==> src/rtl/sequenciador_pkg.sv <==
// sequenciador_pkg: shared state encoding, BCD time constants and BCD/binary helpers.
package sequenciador_pkg;
  typedef enum logic [2:0] {IDLE, ENTRY, COOK, PAUSE, DONE} state_t;
  localparam logic [15:0] TEMPO_ZERO = 16'h0000;
  localparam logic [15:0] TEMPO_MAX = 16'h9959;
  localparam logic [15:0] QUICK_ADD = 16'h0030;
  function automatic logic [7:0] to_bin(input logic [7:0] b);
    return 8'(b[7:4]) * 8'd10 + 8'(b[3:0]);
  endfunction
  function automatic logic [7:0] to_bcd(input logic [7:0] v);
    return {4'(v / 8'd10), 4'(v % 8'd10)};
  endfunction
endpackage

==> src/rtl/registrador_tempo_bcd.sv <==
// registrador_tempo_bcd: MM:SS BCD tempo register with shift, decrement, +30 s and clear commands.
module registrador_tempo_bcd
  import sequenciador_pkg::*;
(
  input  logic        clk,
  input  logic        rst,
  input  logic        shift_in,
  input  logic [3:0]  d,
  input  logic        decrement,
  input  logic        add30,
  input  logic        zero,
  output logic [15:0] tempo,
  output logic        is_zero
);
  logic [15:0] dec, add, tempo_d;
  logic [7:0] sec, min;
  always_comb begin
    dec = tempo;
    if (tempo[3:0] != 4'd0) dec[3:0] = tempo[3:0] - 4'd1;
    else if (tempo[7:4] != 4'd0) dec[7:0] = {tempo[7:4] - 4'd1, 4'd9};
    else if (tempo[15:8] != 8'd0)
      dec = {(tempo[11:8] != 4'd0) ? {tempo[15:12], tempo[11:8] - 4'd1} : {tempo[15:12] - 4'd1, 4'd9}, 8'h59};
    // entered seconds may reach 99, so the +30 can carry into minutes twice
    sec = to_bin(tempo[7:0]) + to_bin(QUICK_ADD[7:0]);
    min = to_bin(tempo[15:8]) + to_bin(QUICK_ADD[15:8]);
    if (sec >= 8'd60) begin
      sec = sec - 8'd60;
      min = min + 8'd1;
    end
    if (sec >= 8'd60) begin
      sec = sec - 8'd60;
      min = min + 8'd1;
    end
    add = (min > 8'd99) ? TEMPO_MAX : {to_bcd(min), to_bcd(sec)};
    tempo_d = zero ? TEMPO_ZERO : add30 ? add : decrement ? dec : shift_in ? {tempo[11:0], d} : tempo;
  end
  always_ff @(posedge clk or posedge rst)
    if (rst) tempo <= TEMPO_ZERO;
    else tempo <= tempo_d;
  assign is_zero = (tempo == TEMPO_ZERO);
endmodule

==> src/rtl/sequenciador_tempo.sv <==
// sequenciador_tempo: microwave cooking-time entry, countdown and magnetron control FSM.
// Optional QUICK_START_30S_EN: start in IDLE loads 0030, start while cooking adds 30 s.
module sequenciador_tempo
  import sequenciador_pkg::*;
#(
  parameter int DONE_HOLD_S = 3,
  parameter int SYNC_STAGES = 2
) (
  input  logic        Hz_100_clock,
  input  logic        clear,
  input  logic [3:0]  D,
  input  logic        loadn,
  input  logic        pgt_1Hz,
  input  logic        startn,
  input  logic        stopn,
  input  logic        door_closed,
  output logic        enablen,
  output logic        magnetron_on,
  output logic [15:0] tempo,
  output logic        done
);
`ifdef QUICK_START_30S_EN
  localparam bit QUICK_EN = 1'b1;
`else
  localparam bit QUICK_EN = 1'b0;
`endif
  logic [SYNC_STAGES-1:0][8:0] sync;
  logic [8:0] s;
  logic [3:0] edge_q, cnt, cnt_d;
  logic key, tick, start, stop, door_s, key_nz;
  logic shift_in, decrement, add30, zero, is_zero;
  state_t state, state_d;
  assign s = sync[SYNC_STAGES-1];
  assign door_s = s[0];
  assign key = edge_q[3] & ~s[4] & (s[8:5] <= 4'd9);
  assign tick = ~edge_q[2] & s[3];
  assign start = edge_q[1] & ~s[2];
  assign stop = edge_q[0] & ~s[1];
  assign key_nz = |{tempo[11:0], s[8:5]};
  always_comb begin
    state_d = state;
    cnt_d = cnt;
    shift_in = 1'b0;
    decrement = 1'b0;
    add30 = 1'b0;
    zero = 1'b0;
    case (state)
      IDLE:
        if (QUICK_EN && start && !stop && door_s && is_zero) begin
          add30 = 1'b1;
          state_d = COOK;
        end else if (key && !start && !stop) begin
          shift_in = 1'b1;
          state_d = key_nz ? ENTRY : IDLE;
        end
      ENTRY:
        if (stop) begin
          zero = 1'b1;
          state_d = IDLE;
        end else if (start) state_d = (door_s && !is_zero) ? COOK : ENTRY;
        else shift_in = key;
      COOK:
        if (stop || !door_s) state_d = PAUSE;
        else if (start) add30 = QUICK_EN;
        else if (tick) begin
          decrement = 1'b1;
          // only 0001 decrements to 0000
          if (tempo == 16'h0001) begin
            state_d = DONE;
            cnt_d = '0;
          end
        end
      PAUSE:
        if (stop) begin
          zero = 1'b1;
          state_d = IDLE;
        end else if (start && door_s) state_d = COOK;
      DONE:
        if (stop) state_d = IDLE;
        else if (tick) begin
          cnt_d = cnt + 4'd1;
          state_d = (cnt == 4'(DONE_HOLD_S - 1)) ? IDLE : DONE;
        end
      default: state_d = IDLE;
    endcase
  end
  always_ff @(posedge Hz_100_clock or posedge clear)
    if (clear) begin
      sync <= '0;
      edge_q <= '0;
      state <= IDLE;
      cnt <= '0;
      enablen <= 1'b0;
      magnetron_on <= 1'b0;
      done <= 1'b0;
    end else begin
      sync <= {sync[SYNC_STAGES-2:0], {D, loadn, pgt_1Hz, startn, stopn, door_closed}};
      edge_q <= s[4:1];
      state <= state_d;
      cnt <= cnt_d;
      enablen <= (state_d != IDLE) && (state_d != ENTRY);
      magnetron_on <= (state_d == COOK);
      done <= (state_d == DONE);
    end
  registrador_tempo_bcd u_reg (
    .clk(Hz_100_clock),
    .rst(clear),
    .shift_in(shift_in),
    .d(s[8:5]),
    .decrement(decrement),
    .add30(add30),
    .zero(zero),
    .tempo(tempo),
    .is_zero(is_zero)
  );
endmodule

==> config.mk <==
export PLATFORM = sky130hd
export DESIGN_NAME = sequenciador_tempo
export DESIGN_NICKNAME = d
export VERILOG_FILES = /design/src/rtl/sequenciador_pkg.sv /design/src/rtl/registrador_tempo_bcd.sv /design/src/rtl/sequenciador_tempo.sv
export SDC_FILE = /design/constraint.sdc
export NUM_CORES = 1
export LEC_CHECK = 0
export CAP_MARGIN = 20
export CORE_MARGIN = 1
export CORE_UTILIZATION = 62
export CTS_CLUSTER_DIAMETER = 30
export DETAILED_ROUTE_END_ITERATION = 6
export DONT_BUFFER_PORTS = 1
export GPL_TIMING_DRIVEN = 0
export PLACE_DENSITY = 0.85
export SETUP_SLACK_MARGIN = 0.4
export SLEW_MARGIN = 25
export SYNTH_ARGS = -nofsm -noshare
export SYNTH_HDL_FRONTEND = slang
export SYNTH_SLANG_ARGS = --single-unit
==> constraint.sdc <==
create_clock -name Hz_100_clock -period 2.7 [get_ports Hz_100_clock]
set_clock_uncertainty 0.1 [all_clocks]
set_input_delay 0.405 -clock Hz_100_clock [delete_from_list [all_inputs] [get_ports Hz_100_clock]]
set_output_delay 0.405 -clock Hz_100_clock [all_outputs]
set_load 0.02 [all_outputs]
==> results.toml <==
[run_status]
outcome = "completed"

[worst_setup_path]
crit_top_cell = "buf_4"
critPathTopFamily = "compound AO/OA/AOI/OAI gates"
cp-end-kind = "register"
crit_chain = "buf_4 > nor4_4 > buf_4 > nand3_2 > o211ai_2 > a21boi_4 > mux2_4"
setup.worst_path.class = "reg2reg"
crit_required_ns = 2.79
crit_fanout = 9
rrSetupSlack_ns = 0.49
critPathSlowestCell = "dfrtp_2"
cp-start-kind = "register"
path_buf_inv = 2
cp.arrival_ns = 2.30
cpPeakStageDelay_ns = 0.46

[place]
dpl.hpwl_um = 3290
gp_congestion = 0.882
io_buffers = 0

[timing]
fin_crit_ns = 2.21
worst_slew_pin_slew_ns = 0.576
holdWs_ns = 0.0256
report.final.hold_viol_count = 0
drv_slew = 0
fin_crit_sh_pct = 81.9
max_slew_margin_pct = 61.1
rsz0062_at_grt = "no"
timing.fmax_ghz = 0.452
finalSetupViolCount = 0
fin_setup_tns_ns = 0

[synthesis]
synth.yosys.seq_area_share_pct = 50.7
yosys_warnings = 0
syn_area_per_cell_um2 = 11.2
synth.distinct_cells = 62
ys_top_cells_by_area = "dfrtp_1 51%, nor4_4 2.7%, o21ai_0 2.3%, nor2_1 2.2%, nand2_1 2.1%"
synth_area_um2 = 2370
synth_nets = 226
synth_edf_count = 0
yosys.area.top_type_share_pct = 50.7
syn_inst = 212
synth_area_leader_cell = "dfrtp_1"
async_reset_ff_share_pct = 100
ys.flop_type = "dfrtp_1"
ys_seq_elements = 48

[clock_network]
cts_tree = "yes"
cts.clk_slew.worst_paths_ns = 0.09
insertion_delay_ns = 0.30
cts.sinks = 48
htree_num_levels = 2
cts-root-buf = "clkbuf_8"
numCtsBuffers = 5
cts_buffer_depth = 2

[cells_and_area]
final_util_pct = 73.4
final.fill_count = 213
syn2layout_area_growth_pct = 13.4
layout.nets = 246
num_antenna_cells = 0
drive_gt1_share_pct = 24.5

[power_and_ir_drop]
power_leakage_uw = 0.00117
powerDensity_nw_per_um2 = 961
peakVddDrop_v = 0.000685

[routing]
first_iter_violations = 190
vias_per_cell = 6.56
num_vias = 1842
routedWlPerCell_um = 17.7
routed_wl_um = 4960
antenna_violating_nets_post_route = 0
drc = 0
drt_pass1_iterations = 4

[die]
fp.dieH_um = 63.8
core_um2 = 3660
fp.dieArea_um2 = 4070
initial_core_util_pct = 64.7
die_w_um = 63.8
top_level_ports = 30
row_count = 22

[global_routing]
antenna_found_initial = 0
grt_pass1_vias = 1716
grt_max_degree = 26
track_usage_pct = 25.5
grt_pass1_wl_um = 8080
overflow = 0

[worst_hold_path]
hold_class = "in2reg"

[flow_run]
cap_viol_max_count = 0
-- flip-flops by register name, summed over array words and instances (netlist names) --
name and flops:
cnt 4, done 1, edge_q 4, enablen 1, magnetron_on 1, s 9, state 3, sync 9
u_reg.tempo 16
-- logic make-up after synthesis --
logic type	Yosys count	share of synthesized area, %
and+or+nand+nor	79	21.8
AOI/OAI and AO/OA	54	17.3
DFF	48	50.7
buffers and inverters	19	4.54
muxes	7	3.33
adders and majority gates	3	1.58
xor gates and xnor gates	2	0.740
-- routing by layer --
| metal | vias to the layer above | global-route usage [%] | wire [um] |
|---|---|---|---|
| met5 | - | 0 | 0 |
| met1 | 911 | 36.1 | 2120 |
| li1 | 831 | - | - |
| met2 | 90 | 40.2 | 2430 |
| met3 | 10 | 4.29 | 317 |
| met4 | 0 | 8.24 | 95 |
-- synthesized netlist by cell type, types with 2 or more instances --
cell type	instances
nand3_1	7
nand4_1	6
o221ai_1	2
clkbuf_8	2
xor2_1	2
a221o_1	3
nand2_1	13
a22o_2	2
o211ai_1	5
mux2i_1	3
a21o_1	2
nor4_4	3
or3_1	4
or4_1	2
nor4b_1	2
nand2b_1	3
buf_4	2
o32ai_1	3
mux2_2	3
o22ai_1	3
a21oi_1	6
and3_1	2
inv_1	12
a31oi_1	4
dfrtp_1	48
nor2_1	14
nor3_1	6
a22oi_1	2
ha_1	3
o21ai_0	11
-- metrics by stage --
stage                     total power, uW  setup slack [ns]  instance area (um2)  std cells
after global routing                 2730             0.403                 2690        281
after CTS                            2460             0.418                 2590        274
after global placement               1910             0.366                 2430        260
after floorplan                      1770             0.563                 2370        212
after detailed placement             1940             0.318                 2460        261
final                                2580             0.487                 2690        281
-- where the power goes --
group / switching, uW / leakage [uW] / internal, uW / total [uW]
registers: 374 / 0.000593 / 856 / 1230
logic: 462 / 0.000527 / 444 / 906
clock network: 236 / 0.0000516 / 209 / 445
-- area by class of cell --
cell class	count	area, um2	share of cell area, %
Tap cell	48	60.1	2.24
Clock buffer	6	82.6	3.07
Inverter	12	45.0	1.68
Timing Repair Buffer	13	120	4.47
Buffer	7	63.8	2.38
Clock inverter	2	13.8	0.512
Multi-Input combinational cell	145	1100	40.8
Sequential cell	48	1200	44.8
-- worst paths after layout --
check | start | depth (start not counted) | to
max | u_reg.tempo[2]$_DFFE_PP0P_ | 7 | u_reg.tempo[13]$_DFFE_PP0P_
min | D[3] | 0 | sync[8]$_DFF_PP0_
max reg2reg | u_reg.tempo[2]$_DFFE_PP0P_ | 7 | u_reg.tempo[13]$_DFFE_PP0P_
min reg2reg | sync[7]$_DFF_PP0_ | 0 | s[7]$_DFF_PP0_
max in group asynchronous | clear | 3 | u_reg.tempo[2]$_DFFE_PP0P_
min in group asynchronous | clear | 2 | magnetron_on$_DFF_PP0_
-- timing repair --
item / CTS / global route
hold buffers: 1 / 0
resized for setup: 0 / 9
endpoints found under the setup margin: 1 / 18
hold endpoints to repair: 23 / 0
buffers inserted: 4 / 7
pin swaps: 1 / 5
-- cells in the final DEF, fill, tap and decap left out, types with 4 or more instances in the layout --
master and n:
inv_1 11, or3_1 4, dfrtp_1 46, o21ai_0 11, a31oi_1 4, o211ai_1 5, clkbuf_8 8, a21oi_1 6
nor3_1 6, nor2_1 14, nand2_1 13, nand4_1 6, nand3_1 7, buf_4 13
No activity file was read; power rests on OpenSTA's default activity.
